===== config.mk =====
export PLATFORM = sky130hd
export DESIGN_NAME = stage_id_mt
export DESIGN_NICKNAME = d
export VERILOG_FILES = /design/src/rtl/stage_id_mt.sv
export SDC_FILE = /design/constraint.sdc
export NUM_CORES = 1
export LEC_CHECK = 0
export BUFFER_PORTS_ARGS = -buffer_cell sky130_fd_sc_hd__buf_2
export CORE_ASPECT_RATIO = 1.5
export CORE_MARGIN = 2
export CORE_UTILIZATION = 54
export DETAILED_ROUTE_END_ITERATION = 10
export GPL_ROUTABILITY_DRIVEN = 0
export PLACE_DENSITY = 0.78
export SLEW_MARGIN = 30
export SYNTH_ARGS = -nofsm -noshare
export SYNTH_HDL_FRONTEND = slang
export SYNTH_SLANG_ARGS = --single-unit

===== constraint.sdc =====
create_clock -name clk -period 4.3 [get_ports clk]
set_input_delay 0.645 -clock clk [delete_from_list [all_inputs] [get_ports clk]]
set_output_delay 0.645 -clock clk [all_outputs]
set_load 0.01 [all_outputs]

===== src/rtl/stage_id_mt.sv =====
// ---------------------------------------------------------------------------
// stage_id_mt -- decode/issue stage for the fine-grained multithreaded pipeline
//
// Sits between the IF/ID and ID/EX boundaries. Holds at most one decoded
// instruction in the ID/EX register.
//   - Reads operands from the per-thread register file.
//   - Keeps a per-thread scoreboard of outstanding register writes, with
//     same-cycle writeback bypass.
//   - Issues into EX through a valid/ready handshake.
//   - Supports a per-thread flush and counts stalled cycles.
//
// Ports
//   clk, rst                      clock, synchronous active-high reset
//   in_valid / in_ready           IF/ID handshake (in_ready is combinational)
//   in_thread, in_pc, in_exc      instruction thread, PC, fetch exception
//   in_src1/2, in_use1/2          source register ids and read enables
//   in_dst, in_wr                 destination id and write enable
//   in_imm, in_ctrl               immediate and opaque control bundle
//   rf_rd1/2_idx, rf_rd_thread    register file read address (combinational)
//   rf_rd1/2_data                 register file read data (combinational)
//   wb_valid, wb_we, wb_thread,   writeback / retire event
//   wb_dst, wb_data                 (clears scoreboard, feeds bypass)
//   flush_valid, flush_thread     kill younger instructions of one thread
//   out_valid / out_ready         ID/EX handshake
//   out_*                         registered instruction fields and operands
//   stall_cnt                     saturating count of in_valid & !in_ready
// ---------------------------------------------------------------------------
module stage_id_mt #(
  parameter int N_THREADS = 4,
  parameter int XLEN      = 32,
  parameter int N_REGS    = 32,
  parameter int CTRL_W    = 48,
  parameter int CNT_W     = 16,
  parameter int TID_W     = (N_THREADS > 1) ? $clog2(N_THREADS) : 1,
  parameter int RID_W     = $clog2(N_REGS)
) (
  input  logic              clk,
  input  logic              rst,
  input  logic              in_valid,
  output logic              in_ready,
  input  logic [TID_W-1:0]  in_thread,
  input  logic [XLEN-1:0]   in_pc,
  input  logic              in_exc,
  input  logic [RID_W-1:0]  in_src1,
  input  logic [RID_W-1:0]  in_src2,
  input  logic              in_use1,
  input  logic              in_use2,
  input  logic [RID_W-1:0]  in_dst,
  input  logic              in_wr,
  input  logic [XLEN-1:0]   in_imm,
  input  logic [CTRL_W-1:0] in_ctrl,
  output logic [RID_W-1:0]  rf_rd1_idx,
  output logic [RID_W-1:0]  rf_rd2_idx,
  output logic [TID_W-1:0]  rf_rd_thread,
  input  logic [XLEN-1:0]   rf_rd1_data,
  input  logic [XLEN-1:0]   rf_rd2_data,
  input  logic              wb_valid,
  input  logic              wb_we,
  input  logic [TID_W-1:0]  wb_thread,
  input  logic [RID_W-1:0]  wb_dst,
  input  logic [XLEN-1:0]   wb_data,
  input  logic              flush_valid,
  input  logic [TID_W-1:0]  flush_thread,
  output logic              out_valid,
  input  logic              out_ready,
  output logic [TID_W-1:0]  out_thread,
  output logic [XLEN-1:0]   out_pc,
  output logic              out_exc,
  output logic [RID_W-1:0]  out_dst,
  output logic              out_wr,
  output logic [XLEN-1:0]   out_imm,
  output logic [CTRL_W-1:0] out_ctrl,
  output logic [XLEN-1:0]   out_op1,
  output logic [XLEN-1:0]   out_op2,
  output logic [CNT_W-1:0]  stall_cnt
);

  localparam logic [RID_W-1:0] REG_ZERO = {RID_W{1'b0}};
  localparam logic [CNT_W-1:0] CNT_MAX  = {CNT_W{1'b1}};
  localparam logic [CNT_W-1:0] CNT_ONE  = {{(CNT_W-1){1'b0}}, 1'b1};

  // Operand select for one source: r0 reads zero, a same-cycle architectural
  // writeback to the same thread/register wins over the (stale) regfile data.
  function automatic logic [XLEN-1:0] sel_operand(
    input logic [RID_W-1:0] src,
    input logic [XLEN-1:0]  rf_data,
    input logic             byp_hit,
    input logic [XLEN-1:0]  byp_data
  );
    logic [XLEN-1:0] res;
    if (src == REG_ZERO) begin
      res = {XLEN{1'b0}};
    end else if (byp_hit) begin
      res = byp_data;
    end else begin
      res = rf_data;
    end
    return res;
  endfunction

  logic [N_THREADS-1:0][N_REGS-1:0] busy_r;
  logic [N_THREADS-1:0][N_REGS-1:0] busy_nxt_s;

  logic            wb_hit1_s, wb_hit2_s;
  logic            byp1_s, byp2_s;
  logic            ebusy1_s, ebusy2_s;
  logic            hazard_s;
  logic            issue_ok_s;
  logic            flush_in_s;
  logic            flush_out_s;
  logic            accept_s;
  logic            sb_set_s;
  logic [XLEN-1:0] op1_s, op2_s;

  assign rf_rd1_idx   = in_src1;
  assign rf_rd2_idx   = in_src2;
  assign rf_rd_thread = in_thread;

  // Hazard detection, handshake and operand selection for the incoming instruction.
  always_comb begin
    wb_hit1_s = wb_valid & (wb_thread == in_thread) & (wb_dst == in_src1);
    wb_hit2_s = wb_valid & (wb_thread == in_thread) & (wb_dst == in_src2);
    // Bypass only architecturally valid data; a killed writeback still clears busy.
    byp1_s    = wb_hit1_s & wb_we;
    byp2_s    = wb_hit2_s & wb_we;
    ebusy1_s  = busy_r[in_thread][in_src1] & ~wb_hit1_s;
    ebusy2_s  = busy_r[in_thread][in_src2] & ~wb_hit2_s;

    if (in_valid && !in_exc) begin
      hazard_s = (in_use1 & (in_src1 != REG_ZERO) & ebusy1_s) |
                 (in_use2 & (in_src2 != REG_ZERO) & ebusy2_s);
    end else begin
      hazard_s = 1'b0;
    end

    issue_ok_s  = ~out_valid | out_ready;
    flush_in_s  = flush_valid & (flush_thread == in_thread);
    flush_out_s = flush_valid & out_valid & (out_thread == flush_thread);
    in_ready    = issue_ok_s & ~hazard_s & ~flush_in_s;
    accept_s    = in_valid & in_ready;
    sb_set_s    = accept_s & in_wr & ~in_exc & (in_dst != REG_ZERO);

    op1_s = sel_operand(in_src1, rf_rd1_data, byp1_s, wb_data);
    op2_s = sel_operand(in_src2, rf_rd2_data, byp2_s, wb_data);
  end

  // Scoreboard next state: clear on writeback, then set on issue so set wins.
  always_comb begin
    busy_nxt_s = busy_r;
    for (int t = 0; t < N_THREADS; t++) begin
      for (int r = 0; r < N_REGS; r++) begin
        busy_nxt_s[t][r] =
          (busy_r[t][r] & ~(wb_valid & (wb_thread == TID_W'(t)) & (wb_dst == RID_W'(r)))) |
          (sb_set_s & (in_thread == TID_W'(t)) & (in_dst == RID_W'(r)));
      end
    end
  end

  // Scoreboard register.
  always_ff @(posedge clk) begin
    if (rst) begin
      busy_r <= {(N_THREADS*N_REGS){1'b0}};
    end else begin
      busy_r <= busy_nxt_s;
    end
  end

  // ID/EX register: load on accept, drop on flush or consume, otherwise hold.
  always_ff @(posedge clk) begin
    if (rst) begin
      out_valid  <= 1'b0;
      out_thread <= {TID_W{1'b0}};
      out_pc     <= {XLEN{1'b0}};
      out_exc    <= 1'b0;
      out_dst    <= {RID_W{1'b0}};
      out_wr     <= 1'b0;
      out_imm    <= {XLEN{1'b0}};
      out_ctrl   <= {CTRL_W{1'b0}};
      out_op1    <= {XLEN{1'b0}};
      out_op2    <= {XLEN{1'b0}};
    end else if (accept_s) begin
      // Accept implies the held entry is leaving (or absent), so it is simply replaced.
      out_valid  <= 1'b1;
      out_thread <= in_thread;
      out_pc     <= in_pc;
      out_exc    <= in_exc;
      out_dst    <= in_dst;
      out_wr     <= in_wr;
      out_imm    <= in_imm;
      out_ctrl   <= in_ctrl;
      out_op1    <= op1_s;
      out_op2    <= op2_s;
    end else if (flush_out_s || out_ready) begin
      // Data fields are left as-is; only the valid bit matters once dropped.
      out_valid <= 1'b0;
    end else begin
      out_valid <= out_valid;
    end
  end

  // Saturating count of cycles where an offered instruction is not accepted.
  always_ff @(posedge clk) begin
    if (rst) begin
      stall_cnt <= {CNT_W{1'b0}};
    end else if (in_valid && !in_ready && (stall_cnt != CNT_MAX)) begin
      stall_cnt <= stall_cnt + CNT_ONE;
    end else begin
      stall_cnt <= stall_cnt;
    end
  end

endmodule


==> summary.md, run 1 <==
| Metric | Value |
|---|---|
| Max-Cap Viols | 0 |
| Iter 0 DRT Violations | 1,467 |
| Initial Util | 54.46% |
| CTS root buffer | clkbuf_16 |
| Grt ovf | 0 |
| Post-synthesis sequential area ratio | 37.40% |
| Number of global-route vias before repair | 15.81k |
| Ys async rst share | 0% |
| Distinct cells, synth | 59 |
| Vias post-DR | 16.18k |
| Most frequent cells in the layout | 457 x buf_2, 330 x dfxtp_1, 327 x nand2_1, 205 x mux2i_1, 124 x o211ai_1 |
| Max-Slew Margin vs Limit | 31.43% |
| Setup Buffers After CTS | 0 |
| Sw Share | 28.09% |
| EDFF count, synth | 0 |
| Clk pwr share | 39.3% |
| F_max | 0.2494 GHz |
| Synth area leaders | dfxtp_1 37%, mux2i_1 12%, o41ai_2 10% |
| FF+latch count, synth | 330 |
| Switching pwr | 0.002102 W |
| DRC viols | 0 |
| Clock Sinks | 330 |
| Crit path from | in_thread[0] |
| Worst hold start | in_ctrl[20] |
| Synthesized area | 17,660 um^2 |
| Max-slew violation count | 0 |
| Die Y | 225.5 um |
| Syn Inst Count | 1,766 |
| Crit path capture type | output port |
| Share of layout cells above drive strength 1 | 38.21% |
| Design Power | 0.007484 W |
| Clock Latency Late Sink | 0.55 ns |
| Cell Rows | 81 |
| Worst-path clk slew | 0.06 ns |
| I/O pin cnt | 460 |
| Minimum clock period | 4.009 ns |
| Global-route wire length before repair | 87,710 um |
| Final #Nets | 2,378 |
| Internal | 0.005382 W |
| Initial antenna violation count | 15 |
| Worst IR Drop VDD | 0.2893 mV |
| TritonRoute pass-1 iters | 6 |
| Worst reg2reg path startpoint | busy_r[73]$_SDFF_PP0_ |
| CP Class | in2out |
| CTS tree | built |
| Dominant cell type by area after synthesis | dfxtp_1 |
| Max clock buf depth | 3 |
| Drt total wl | 59,470 um |
| Commonest non-fill, non-tap cell in the layout | buf_2 |
| Largest net degree at the start of global routing | 225 |
| Hold Fails Final Rpt | 0 |
| LEAKAGE | 9.286 nW |
| Pwr Density | 350.6 nW/um^2 |
| Hold Path Class | in2reg |
| Core Region | 32,430 um^2 |
| IO Port Bufs | 459 |
| Worst-Margin Slew | 1.025 ns |
| Resize count post-CTS | 0 |
| Final instance area | 21,340 um^2 |
| Average wire per standard cell | 23.09 um |
| Final antenna-violating net count | 0 |
| Die ar. | 34,200 um^2 |
| Syn. warnings | 0 |
| CP required | 3.65 ns |
| All-Layer GR Usage | 33.01% |
| Hold Buf Count CTS | 0 |
| Worst clock skew | 0.03490 ns |
| Yosys top cell area share | 37.40% |
| Tcrit/Tclk final | 93.23% |
| Dpl hpwl | 41,470 um |
| RSZ-0062 raised after global routing | false |
| Die X-Extent | 151.7 um |
| Crit path max fanout | 38 |
| Setup TNS | 0 ns |
| Synth Flop Type | dfxtp_1 |
| Reg power frac | 43.9% |
| Critical Path AT | 3.36 ns |
| Syn Nets | 2,012 |
| # setup viols final | 0 |
| Mean post-synth cell area | 10.00 um^2 |
| Drt via density | 6.285 |
| Combinational share of power | 16.8% |
| Post-Place Cell Area | 20,240 um^2 |
| H-tree depth | 2 |
| Startpoint types | input pin |
| Num CTS Buffers | 34 |
| Synth-to-Final Area Change | 20.84% |
| Status | complete, no violations |
## synthesized netlist by cell type (all sizes together) (9+ instances only)
cell type and count:
a21oi 10, and3 9, buf 67, clkbuf 118, dfxtp 330, mux2 82, mux2i 205, mux4 50
nand2 327, nand3 14, nor2 97, nor2b 84, nor3 9, o211ai 124, o41ai 127
## cell type report
| type | count | area, um^2 |
|---|---|---|
| fillers | 2541 | 11090 |
| multi-input cells | 1242 | 10160 |
| flip-flops and latches | 330 | 6606 |
| repair buffers | 515 | 2927 |
| clock buffers | 43 | 904.6 |
| well taps | 415 | 519.2 |
| clock inverters | 15 | 168.9 |
| inverters | 9 | 41.29 |
| diodes | 6 | 15.01 |
## cells by family (layout without fill, tap and decap cells)
| kind of cell | count (synthesis) | in the layout | share of synthesized area, % |
|---|---|---|---|
| AOI/OAI and AO/OA | 307 | 307 | 18.50 |
| buffers and inverters | 194 | 582 | 5.341 |
| muxes | 337 | 337 | 23.22 |
| DFF | 330 | 330 | 37.40 |
| other | 0 | 6 | 0 |
| adders and majority gates | 1 | 1 | 0.07083 |
| and+or+nand+nor | 581 | 581 | 14.67 |
| xor gates and xnor gates | 16 | 16 | 0.7934 |
## power by group through the flow
stage	clock, W	combinational, W	sequential (W)
floorplan	0	0.000672	0.00340
global placement	0	0.00121	0.00334
detailed placement	0	0.00124	0.00335
CTS	0.00297	0.00124	0.00328
global route	0.00309	0.00134	0.00330
finish	0.00294	0.00126	0.00328
## sequential cells by signal, indices dropped and copies added (netlist names)
register	cells
out_imm	32
out_op2	32
out_ctrl	48
out_exc	1
busy_r	128
out_pc	32
out_op1	32
stall_cnt	16
out_thread	2
out_wr	1
out_valid	1
out_dst	5
## per-stage QoR
stage	instances	hold WS, ns	setup WS [ns]	util (%)
after floorplan	1766	0.4520	0.7809	-
final	2575	0.3440	0.2911	65.81
after CTS	2569	0.3344	0.09740	65.73
after global routing	2571	0.3507	0.1069	65.78
after global placement	2511	0.4388	0.1768	62.41
after detailed placement	2511	0.4467	0.09721	62.42
## worst max-delay path, stage by stage
cell,delay [ns]
buf_4,0.14
buf_12,0.25
mux4_2,0.56
a311o_1,0.36
nor4_1,0.38
a2111oi_2,0.10
buf_4,0.15
o21bai_1,0.14
buf_4,0.14
buf_4,0.18
o21a_1,0.14
buf_2,0.14
## per-layer routing
layer,part of all wire [%],GRT usage (%),up-vias
met1,35,37.73,7611
li1,-,-,7189
met3,12,11.36,308
met5,0.28,0,-
met4,6.7,19.68,26
met2,46,52.86,1050
## final timing paths
path | endpoint | slack, ns | depth (start not counted)
max | in_ready | 0.29 | 12
min | out_ctrl[20]$_SDFFE_PP0P_ | 0.34 | 3
max reg2reg | busy_r[21]$_SDFF_PP0_ | 0.78 | 12
min reg2reg | out_imm[6]$_SDFFE_PP0P_ | 0.45 | 2
Note: power is estimated with default switching activity, not from simulation.
==> run 2: changes to the inputs <==
--- a/config.mk
+++ b/config.mk
@@ -11,7 +11,7 @@
 export CORE_UTILIZATION = 54
 export DETAILED_ROUTE_END_ITERATION = 10
 export GPL_ROUTABILITY_DRIVEN = 0
-export PLACE_DENSITY = 0.78
+export PLACE_DENSITY = 0.84
 export SLEW_MARGIN = 30
 export SYNTH_ARGS = -nofsm -noshare
 export SYNTH_HDL_FRONTEND = slang
==> summary.md, run 2 (synthesized netlist as in run 1, its figures left out) <==
| Metric | Value |
|---|---|
| All-Layer GR Usage | 32.00% (-1.0 points) |
| Worst-path clk slew | 0.06 ns (about the same) |
| Setup Buffers After CTS | 0 (unchanged) |
| LEAKAGE | 9.162 nW (-1.3%) |
| Register area | 6606 um^2 (unchanged) |
| Drt total wl | 58,460 um (-1.7%) |
| Critical Path AT | 3.60 ns (+0.24 ns) |
| Final antenna-violating net count | 0 (unchanged) |
| Global-route wire length before repair | 85,110 um (-3.0%) |
| Grt ovf | 0 (unchanged) |
| Final #Nets | 2,353 (-1.1%) |
| Max-Cap Viols | 0 (unchanged) |
| DRC viols | 0 (unchanged) |
| Worst reg2reg setup slack | 0.66 ns (-0.12 ns) |
| Iter 0 DRT Violations | 1,292 (-12%) |
| # setup viols final | 0 (unchanged) |
| Crit path max fanout | 16 (-58%) |
| Largest regs | busy_r x128, out_ctrl x48 |
| Initial Util | 54.46% (unchanged) |
| Fill count | 2,523 (-0.71%) |
| RSZ-0062 raised after global routing | false |
| Worst hold start | in_pc[19] |
| Largest Register | busy_r |
| Worst clock skew | 0.03187 ns (-0.003027 ns) |
| Vias post-DR | 16.12k (-0.43%) |
| Die X-Extent | 151.7 um (unchanged) |
| Commonest non-fill, non-tap cell in the layout | buf_2 |
| Cell Rows | 81 (unchanged) |
| Hold Buf Count CTS | 0 (unchanged) |
| Max FFs per register | 128 (unchanged) |
| Most frequent cells in the layout | 457 x buf_2, 330 x dfxtp_1, 327 x nand2_1, 205 x mux2i_1, 124 x o211ai_1 |
| Hold Slack | 0.2805 ns (-0.06355 ns) |
| CTS tree | built |
| IO Port Bufs | 459 (unchanged) |
| Cell depth of the worst hold path | 3 (unchanged) |
| Pwr Density | 353.8 nW/um^2 (+0.90%) |
| Hold Path Class | in2reg |
| Worst-Margin Slew | 1.063 ns (+0.03790 ns) |
| Minimum clock period | 4.245 ns (+0.2365 ns) |
| CP required | 3.65 ns (about the same) |
| Die Y | 225.5 um (unchanged) |
| Worst reg2reg path startpoint | busy_r[114]$_SDFF_PP0_ |
| Worst Reg-to-Reg Cells | 10 (-2) |
| Status | complete, no violations |
| CP Class | in2out |
| Number of global-route vias before repair | 15.72k (-0.60%) |
| F_max | 0.2355 GHz (-5.6%) |
| CTS root buffer | clkbuf_16 |
| Max-Slew Margin vs Limit | 29.01% (-2.4 points) |
| Largest net degree at the start of global routing | 251 (+12%) |
| Dpl hpwl | 40,580 um (-2.1%) |
| TritonRoute pass-1 iters | 6 (unchanged) |
| Setup TNS | 0 ns (unchanged) |
| Num CTS Buffers | 31 (-8.8%) |
| Hold Fails Final Rpt | 0 (unchanged) |
| Average wire per standard cell | 22.91 um (-0.81%) |
| Resize count post-CTS | 0 (unchanged) |
| Initial antenna violation count | 12 (-3) |
| Crit path capture type | output port |
| Max clock buf depth | 3 (unchanged) |
| Footprint of the multi-input gates | 10,170 um^2 (about the same) |
| Worst IR Drop VDD | 0.3582 mV (+24%) |
| Die ar. | 34,200 um^2 (unchanged) |
| Share of layout cells above drive strength 1 | 37.43% (-0.78 points) |
| Startpoint types | input pin |
| Clock Latency Late Sink | 0.62 ns (+0.07 ns) |
| Synth-to-Final Area Change | 19.61% |
| Clock Sinks | 330 (unchanged) |
| Tcrit/Tclk final | 98.73% (+5.5 points) |
| Reg2Reg Capture Point | busy_r[72]$_SDFF_PP0_ |
| Max-slew violation count | 0 (unchanged) |
| Worst hold path endpoint | out_pc[19]$_SDFFE_PP0P_ |
| Drt via density | 6.315 (+0.47%) |
| H-tree depth | 1 (-1) |
| Core Region | 32,430 um^2 (unchanged) |
| I/O pin cnt | 460 (unchanged) |
run 2: cell types whose count changed in the layout (fill, tap and decap cells not counted), sizes merged:
cell	previous run	this run
buf	515	493
bufinv	3	5
clkbuf	43	45
clkinv	11	7
clkinvlp	0	1
diode	6	5
inv	10	9
run 2: how the worst max path moves through the flow:
| stage | start | end | slack, ns | depth (start not counted) |
|---|---|---|---|---|
| finish | in_src2[0] | in_ready | 0.05 | 11 |
| global route | in_src2[0] | in_ready | 0.08 | 11 |
| CTS | in_thread[0] | in_ready | 0.26 | 11 |
| detailed placement | in_thread[0] | stall_cnt[10]$_SDFFE_PP0P_ | 0.10 | 11 |
| global placement | in_thread[0] | stall_cnt[10]$_SDFFE_PP0P_ | 0.02 | 11 |
| floorplan | in_thread[0] | busy_r[1]$_SDFF_PP0_ | 0.78 | 13 |
run 2: cell type report:
| type | count | area share (%) |
|---|---|---|
| multi-input cells | 1242 | 48.12 |
| flip-flops and latches | 330 | 31.27 |
| repair buffers | 493 | 12.76 |
| clock buffers | 45 | 4.157 |
| well taps | 415 | 2.458 |
| clock inverters | 13 | 0.9831 |
| inverters | 9 | 0.1954 |
| diodes | 5 | 0.05922 |
run 2: per-stage QoR:
step / cell area, um^2 / total power, W / setup slack, ns / cells / util (%)
finish: 21130 / 0.007475 / 0.05460 / 2552 / 65.15
global route: 21120 / 0.007691 / 0.07615 / 2549 / 65.12
CTS: 21110 / 0.007471 / 0.2557 / 2547 / 65.10
detailed placement: 20030 / 0.004539 / 0.1035 / 2489 / 61.75
global placement: 20010 / 0.004506 / 0.01757 / 2489 / 61.71
floorplan: 17660 / 0.004071 / 0.7809 / 1766 / -
run 2: per-layer routing:
| metal | vias to the layer above | global-route usage [%] | wire, um |
|---|---|---|---|
| li1 | 7117 | - | - |
| met1 | 7667 | 35.08 | 20550 |
| met2 | 1023 | 52.60 | 27240 |
| met3 | 294 | 10.71 | 6451 |
| met4 | 14 | 20.25 | 4119 |
| met5 | - | 0 | 102 |
run 2: power by group:
part           leakage [nW]  internal, W  switching [W]  total, W
Clock                 0.533      0.00172        0.00125   0.00298
Sequential             2.69      0.00320      0.0000884   0.00329
Combinational          5.94     0.000469       0.000741   0.00121
Total                  9.16      0.00539        0.00208   0.00747
run 2: worst max-delay path: stages:
cell,delay [ns]
buf_2,0.41
buf_4,0.28
mux2i_1,0.10
a311oi_1,0.31
o211a_1,0.20
nor4_1,0.06
a2111oi_1,0.87
o21bai_1,0.16
buf_4,0.22
o21a_1,0.18
buf_2,0.14
